==> config.mk <==
export PLATFORM = sky130hd
export DESIGN_NAME = bypass_net
export DESIGN_NICKNAME = d
export VERILOG_FILES = /design/src/rtl/bypass_net.sv
export SDC_FILE = /design/constraint.sdc
export NUM_CORES = 1
export LEC_CHECK = 0
export ABC_AREA = 1
export BUFFER_PORTS_ARGS = -buffer_cell sky130_fd_sc_hd__buf_2
export CORE_AREA = 4 4 109 111
export DETAILED_ROUTE_END_ITERATION = 8
export DIE_AREA = 0 0 113 115
export PLACE_DENSITY = 0.77
export REMOVE_ABC_BUFFERS = 1
export SYNTH_ARGS = -nofsm -noshare
export SYNTH_HDL_FRONTEND = slang
export SYNTH_SLANG_ARGS = --single-unit
==> constraint.sdc <==
create_clock -name clk -period 2.7 [get_ports clk]
set_input_delay 0.135 -clock clk [delete_from_list [all_inputs] [get_ports clk]]
set_output_delay 0.135 -clock clk [all_outputs]
set_load 0.01 [all_outputs]
==> src/rtl/bypass_net.sv <==
// bypass_net: operand forwarding and load-use hazard detection for the ID stage.
// Tracks the destination of the instructions now in EX and MEM, picks the newest
// producer for every ID read port, and requests a one-cycle stall when an
// operand is produced by a load that is still in EX.
module bypass_net #(
  parameter int DW  = 32,
  parameter int AW  = 5,
  parameter int NRD = 2
) (
  input  logic              clk,
  input  logic              rst,
  input  logic              ext_stall,
  input  logic              flush,
  input  logic              id_valid,
  input  logic [NRD*AW-1:0] id_rd_addr,
  input  logic [NRD-1:0]    id_rd_use,
  input  logic [NRD*DW-1:0] id_reg_data,
  input  logic              id_wr_en,
  input  logic [AW-1:0]     id_wr_addr,
  input  logic              id_is_load,
  input  logic [DW-1:0]     exe_result,
  input  logic [DW-1:0]     mem_result,
  output logic [NRD*DW-1:0] rd_data,
  output logic [NRD*2-1:0]  fwd_sel,
  output logic              stall_id,
  output logic [15:0]       stall_cnt
);

  localparam logic [1:0] SEL_EX  = 2'b10;
  localparam logic [1:0] SEL_MEM = 2'b01;
  localparam logic [1:0] SEL_RF  = 2'b00;

  // Tracker for the instruction in EX (one stage after ID).
  logic          ext_vld_p1;
  logic [AW-1:0] ext_waddr_p1;
  logic          ext_load_p1;

  // Tracker for the instruction in MEM (two stages after ID).
  logic          mem_vld_p2;
  logic [AW-1:0] mem_waddr_p2;
  logic          mem_load_p2;

  logic [15:0]   stall_cnt_q;

  // Per-port hit flags evaluated in ID.
  logic [NRD-1:0] ex_hit_p0;
  logic [NRD-1:0] mem_hit_p0;
  logic [NRD-1:0] load_use_p0;
  logic           bubble_p0;

  // Saturating increment: the stall counter sticks at all-ones.
  function automatic logic [15:0] sat_inc16(input logic [15:0] v);
    return (v == 16'hFFFF) ? v : v + 16'd1;
  endfunction

  // ---- ID stage: hit detection and operand select (combinational) ----
  for (genvar k = 0; k < NRD; k++) begin : g_port
    logic [AW-1:0] addr;
    logic          addr_nz;
    logic [1:0]    sel;

    assign addr    = id_rd_addr[k*AW +: AW];
    // r0 is hard-wired zero and must never be forwarded.
    assign addr_nz = |addr;

    assign ex_hit_p0[k]   = id_rd_use[k] & ext_vld_p1 & (ext_waddr_p1 == addr) & addr_nz;
    assign mem_hit_p0[k]  = id_rd_use[k] & mem_vld_p2 & (mem_waddr_p2 == addr) & addr_nz;
    // A load in EX has no data yet; the reader has to wait one cycle.
    assign load_use_p0[k] = ex_hit_p0[k] & ext_load_p1;

    // EX is the newest producer, so it wins over MEM unless it is a load.
    assign sel = (ex_hit_p0[k] && !ext_load_p1) ? SEL_EX  :
                 mem_hit_p0[k]                  ? SEL_MEM : SEL_RF;

    assign fwd_sel[2*k +: 2]   = sel;
    assign rd_data[k*DW +: DW] = (sel == SEL_EX)  ? exe_result :
                                 (sel == SEL_MEM) ? mem_result :
                                                    id_reg_data[k*DW +: DW];
  end

  assign stall_id  = id_valid & (|load_use_p0);
  // Stalled, flushed or empty ID slots all enter EX as the same bubble.
  assign bubble_p0 = stall_id | flush | ~id_valid;
  assign stall_cnt = stall_cnt_q;

  // ---- ID -> EX -> MEM: tracker advance and stall counting ----
  always_ff @(posedge clk) begin
    if (rst) begin
      ext_vld_p1   <= 1'b0;
      ext_waddr_p1 <= '0;
      ext_load_p1  <= 1'b0;
      mem_vld_p2   <= 1'b0;
      mem_waddr_p2 <= '0;
      mem_load_p2  <= 1'b0;
      stall_cnt_q  <= 16'd0;
    end else if (!ext_stall) begin
      mem_vld_p2   <= ext_vld_p1;
      mem_waddr_p2 <= ext_waddr_p1;
      mem_load_p2  <= ext_load_p1;
      if (bubble_p0) begin
        ext_vld_p1   <= 1'b0;
        ext_waddr_p1 <= '0;
        ext_load_p1  <= 1'b0;
      end else begin
        ext_vld_p1   <= id_wr_en;
        ext_waddr_p1 <= id_wr_addr;
        ext_load_p1  <= id_is_load;
      end
      if (stall_id) begin
        stall_cnt_q <= sat_inc16(stall_cnt_q);
      end
    end
  end

  // MEM-stage load flag is tracked for completeness of the entry but the
  // load result is already on mem_result by then, so no decision uses it.
  logic unused_mem_load;
  assign unused_mem_load = mem_load_p2;

endmodule

After elaboration in Yosys (flattened, before gate mapping)
Cells that the tools add are included.
{"block": "word_totals", "regBits": 29, "inputBits": 152, "out_inout_bits": 85, "word_cells": 54}
{"block": "classes", "add_sub_neg": 1, "eq_ne": 9, "n_mux": 11, "n_bitwise": 20, "reduce_logical": 7}
{"operator": "$mux 32", "count": 4}
{"operator": "$eq 5x5->1", "count": 4}
{"operator": "$add 16x1->16 const B", "count": 1}
{"operator": "$eq 16x16->1 const B", "count": 1}
{"operator": "$and 1x1->1", "count": 15}
{"operator": "$reduce_or 5->1", "count": 2}
{"operator": "$mux 5", "count": 1}
{"operator": "$eq 2x1->1 const B", "count": 2}
{"operator": "$eq 2x2->1 const B", "count": 2}
{"operator": "$mux 1", "count": 4}
{"operator": "$mux 2", "count": 2}
{"operator": "$not 1->1", "count": 3}
{"operator": "$reduce_and 3->1", "count": 1}
{"operator": "$logic_and 1x1->1", "count": 2}
{"operator": "$or 1x1->1", "count": 2}
{"operator": "$reduce_or 2->1", "count": 1}
{"operator": "$logic_not 1->1", "count": 1}

Depth between registers and ports, before layout
{"block": "logic_depth", "depth_word": 9, "depth_mapped": 13, "depth_no_buf": 12}

Worst setup path after synthesis
No wires, ideal clock.
{"block": "synth_timing", "path_kind": "flip-flop to flip-flop", "startpoint": "register stall_cnt_q[0] (netlist: stall_cnt[0])", "endpoint": "register stall_cnt_q[12] (netlist: stall_cnt[12])", "setup_time_ns": 0.070, "arrival_time_ns": 1.604, "required_time_ns": 2.630, "setup_slack_ns": 1.026, "path_stages_with_launch": 11, "path_buffers": 1, "synth_period_minus_slack_ns": 1.674, "cell_sequence": "dfxtp_1 ha_1 nand2_1 nor2_2 nand2_1 nor2_1 nor2_2 nand3_2 buf_6 nand2_1 a21oi_1"}
{"block": "synth_via", "elab_chain_len": 3, "word_cells_on_any_way": 4, "cone_classes": "add/sub: 1; eq/ne: 1; bitwise: 1; reduce/logical: 1"}
{"element": "start, declared", "line_no": "43", "source": "logic [15:0] stall_cnt_q;"}
{"element": "start signal, assigned", "line_no": "110", "source": "stall_cnt_q <= sat_inc16(stall_cnt_q);"}
{"element": "branches (longest 3 deep; another with $add 16x1->16)"}
Several ways; the timed one is not identified.
A chain may end at the register's enable or synchronous reset.

Worst setup path in the final report
{"block": "layout_timing", "startpoint": "register ext_waddr_p1[3]", "endpoint": "output port rd_data[24]"}
{"block": "layout_via", "elab_chain_len": 8, "word_cells_on_any_way": 9, "cone_classes": "eq/ne: 3; mux: 3; bitwise: 2; reduce/logical: 1"}
{"element": "start, declared", "line_no": "35", "source": "logic [AW-1:0] ext_waddr_p1;"}
{"element": "start signal, assigned", "line_no": "106", "source": "ext_waddr_p1 <= id_wr_addr;"}
{"element": "$eq 5x5->1 (*)", "line_no": "66", "source": "assign ex_hit_p0[k] = id_rd_use[k] & ext_vld_p1 & (ext_waddr_p1 == addr) & addr_nz;"}
{"element": "$and 1x1->1 (*) (2 in a row)", "line_no": "66"}
{"element": "$logic_and 1x1->1 (*)", "line_no": "72", "source": "assign sel = (ex_hit_p0[k] && !ext_load_p1) ? SEL_EX :"}
{"element": "$mux 2 (*)", "line_no": "72"}
{"element": "$eq 2x1->1", "line_no": "77", "source": "(sel == SEL_MEM) ? mem_result :"}
{"element": "$mux 32", "line_no": "77"}
{"element": "$mux 32 (*)", "line_no": "76", "source": "assign rd_data[k*DW +: DW] = (sel == SEL_EX) ? exe_result :"}
{"element": "end, declared", "line_no": "23", "source": "output logic [NRD*DW-1:0] rd_data,"}
Mark *: on every way between the ends. The rest lies on a longest branch, timed or not.

==> results by group <==
Drt
  – Number of nets with antenna violations after routing: 0
  – Detailed-route via count: 5366
  – Routed wire length: 16100 um
  – 1st-pass router iterations: 7
  – Via count normalized by instance count: 4.96
  – DRC: 0
  – Average wire per cell in the routed design: 14.9 um
  – Number of design-rule violations left by the first detailed-router iteration: 613

Cells and area
  – Filler Cells Inserted: 1190
  – Summed area of non-filler cells in the final layout: 0.00509 mm2
  – Post-layout utilization of the core: 47.1%
  – Signed area change from the synthesized netlist to the final layout: 37.0%
  – Nets: 1091
  – Register area: 581 um2
  – Fraction of final layout cells with drive strength greater than 1: 30.0%
  – Area used by multi-input combinational logic: 0.00248 mm2

Yosys
  – Area share of fa/ha/maj cells after synthesis: 0.337%
  – Fraction of registers with async set or reset after synthesis: 0%
  – Average size of a mapped cell: 5.16 um2
  – Cell count after synthesis: 719
  – Warnings from Yosys: 0
  – Simple-gate portion of the synthesized area: 50.8%
  – Fraction of the yosys area taken by sequential cells: 15.6%
  – Area of the mapped netlist: 0.00371 mm2
  – Leading register cell type out of synthesis: dfxtp_1
  – Number of synthesized flops with an enable pin: 0
  – Portion of netlist area occupied by mux cells: 0%
  – Synth Area in Compound Gates: 12.7%
  – Synthesized flop and latch total: 29
  – Largest family of logic cells by synthesized area: simple AND/OR/NAND/NOR gates
  – XOR/XNOR Fraction of Synth Area: 2.59%
  – Distinct cell type count of the synthesized netlist: 29

Min path
  – Min-delay src: id_wr_en
  – Worst-case hold path end point: ext_vld_p1
  – Class of the tightest hold or removal check: input port to flip-flop
  – Count of cells along the worst hold path: 5

Critical path
  – Reg2reg start: ext_waddr_p1[3]
  – CP cell instances: inv_2, a21oi_1, nand2_1, nor2_2, nand2_2, nor2_4, inv_2, buf_12, o21ai_1, inv_1, buf_2
  – Worst setup SP type: flip-flop
  – Endpoint of the most critical register-to-register path: stall_cnt[14]
  – Startpoint-to-endpoint class of the critical path: flip-flop to primary output
  – Depth of the worst register-to-register path: 9
  – Crit path DAT: 2360 ps
  – Path length in cells of the critical path: 11
  – R2R setup slack: 790 ps
  – Largest incremental delay on the critical path: 390 ps
  – CP Max Fanout: 50
  – Most common cell type on the critical path: inv_2
  – Master of the slowest instance on the critical path: dfxtp_1
  – CP Buf/Inv Count: 5
  – Category of the worst setup path capture point: primary output
  – Data required time at the worst endpoint: 2570 ps
  – Kind of cell with the highest combined delay on the critical path: buffers and inverters

Timing
  – Post-route clock period utilization: 92.5%
  – Setup repair after global routing missed its margin: no
  – Final period demand of the worst path: 2500 ps
  – Worst hold slack across all endpoints: 175 ps
  – Setup violation total in the final timing report: 0
  – Achievable frequency: 0.400 GHz
  – Fin. Hold Viols: 0
  – TNS Setup: 0 ps
  – Final slew viol count: 0
  – Transition time at the pin with the least slew margin: 526 ps
  – Worst-case clock skew: 8.59 ps
  – Relative max-transition margin: 64.8%

Pwr
  – Comb pwr share: 35.3%
  – Sequential Power Share: 35.8%
  – Power density over cell area: 243 mW/mm2
  – Portion of total power attributed to the clock network: 28.9%
  – Sw frac: 35.6%
  – Internal: 796 uW
  – Peak supply drop: 288 uV
  – Leakage power: 0.00298 uW
  – Switch Pwr: 440 uW

GRT
  – Overall global routing resource usage: 23.1%
  – Busiest layer in global routing: met2
  – Largest net degree at the start of global routing: 51
  – M2 GR Usage: 39.5%
  – Total congestion overflow: 0
  – Wire length of the first global-routing pass: 24700 um
  – Vias in the first global route: 4913
  – Number of antenna violations at the first check in global routing: 2
  – Met3 capacity usage during global routing: 3.26%
  – Met1 Use GR: 29.8%

Place
  – Half-perimeter wire length after detailed placement: 13000 um
  – Last weighted congestion value of the routability-driven placer: 0.971
  – Placement Cell Area: 0.00499 mm2
  – Port Buf Inserts: 236

Die
  – Starting Density: 34.4%
  – Placement row count: 38
  – Height of the chip: 115 um
  – Core Footprint: 0.0108 mm2
  – Total die area: 0.0130 mm2
  – Ports placed on the boundary: 237
  – Horizontal extent of the die: 113 um

Clock network
  – Post-CTS Setup Repair Bufs: 0
  – Number of buffers created by CTS: 5
  – Root Driver: clkbuf_8
  – Clk sinks: 29
  – Latest clock arrival within the worst-skew pair: 290 ps
  – Count of hold-fix buffers inserted at cts: 0
  – Depth of the CTS H-tree: 2
  – Clk pin slew, worst setup/hold paths: 70 ps
  – CTS Buffer Depth: 2
  – Number of gates given a new drive strength after cts: 0
  – Clock tree from TritonCTS: done

Flow run
  – Total of max-cap violations: 0

Outcome
  – Result of the run: finished clean
placed cells by master, fill, tap and decap left out, types with 2 or more instances in the layout:
| master | n |
|---|---|
| xnor2_1 | 4 |
| nand2_2 | 3 |
| o21ai_1 | 16 |
| nand2_1 | 236 |
| a21oi_1 | 29 |
| buf_12 | 2 |
| o211ai_2 | 6 |
| nand4_1 | 20 |
| inv_1 | 115 |
| buf_2 | 236 |
| inv_2 | 7 |
| xor2_1 | 7 |
| o21ai_0 | 32 |
| nor2_1 | 50 |
| nand3_1 | 110 |
| nor3_4 | 2 |
| buf_4 | 10 |
| or2_0 | 4 |
| nor3_2 | 2 |
| o22ai_1 | 2 |
| dfxtp_1 | 29 |
| clkbuf_8 | 5 |
| clkinv_2 | 2 |
| nor2_2 | 4 |
| diode_2 | 2 |
power by group through the flow:
stage	clock, uW	combinational, uW	sequential (uW)
after floorplan	0	184	450
after global placement	0	431	452
after detailed placement	0	433	452
after CTS	368	435	443
after global routing	388	483	444
final	357	436	443
synth_stat cells (6+ instances only):
cell type,n,area (um2)
nand2_1,236,886
inv_1,115,432
nand3_1,110,551
nor2_1,51,191
o21ai_0,32,160
a21oi_1,29,145
dfxtp_1,29,581
nand4_1,20,125
o21ai_1,16,80.1
buf_2,15,75.1
clkbuf_1,13,48.8
inv_2,7,26.3
xor2_1,7,61.3
buf_6,6,67.6
o211ai_2,6,75.1
cell type report:
cell class | instances | share of cell area [%]
Tap cell | 140 | 3.44
Timing Repair Buffer | 248 | 25.5
Inverter | 123 | 9.08
Antenna cell | 2 | 0.0984
Clock inverter | 3 | 0.344
Sequential cell | 29 | 11.4
Multi-Input combinational cell | 531 | 48.8
Clock buffer | 5 | 1.35
worst min-delay path, delay by kind of cell:
kind / cells / cell delay [ps]
buf+inv: 2 / 130
compound gates: 1 / 60
simple gates: 2 / 100
state kept, by name (all words and copies together) (netlist names):
name and cells:
mem_waddr_p2 5, stall_cnt 16, ext_waddr_p1 5, ext_vld_p1 1
ext_load_p1 1, mem_vld_p2 1
logic make-up after synthesis:
kind of cell,count (synthesis)
compound gates,85
xor+xnor,11
fa+ha+maj,1
buf+inv,159
flops,29
simple gates,434
per-stage QoR:
step                setup WS (ps)  instances  total power, uW
finish                        202       1081             1240
global route                 1.31       1081             1310
CTS                           193       1079             1250
detailed placement            520       1071              885
global placement              541       1071              882
floorplan                    -523        683              635
per-layer routing:
layer  share of wire (%)  vias up
met5                   0        -
li1                    -     2703
met1                  41     2348
met4                 3.6        0
met2                  47      279
met3                 8.1       36
worst max-delay path by stage:
stage	to	from	slack [ps]
after global placement	rd_data[24]	ext_waddr_p1[1]	540
after CTS	rd_data[24]	ext_waddr_p1[3]	190
after global routing	rd_data[24]	ext_waddr_p1[1]	1
after detailed placement	rd_data[24]	ext_waddr_p1[3]	520
after floorplan	rd_data[32]	mem_waddr_p2[1]	-520
final	rd_data[24]	ext_waddr_p1[3]	200
Power figures use the tool's default switching activity.
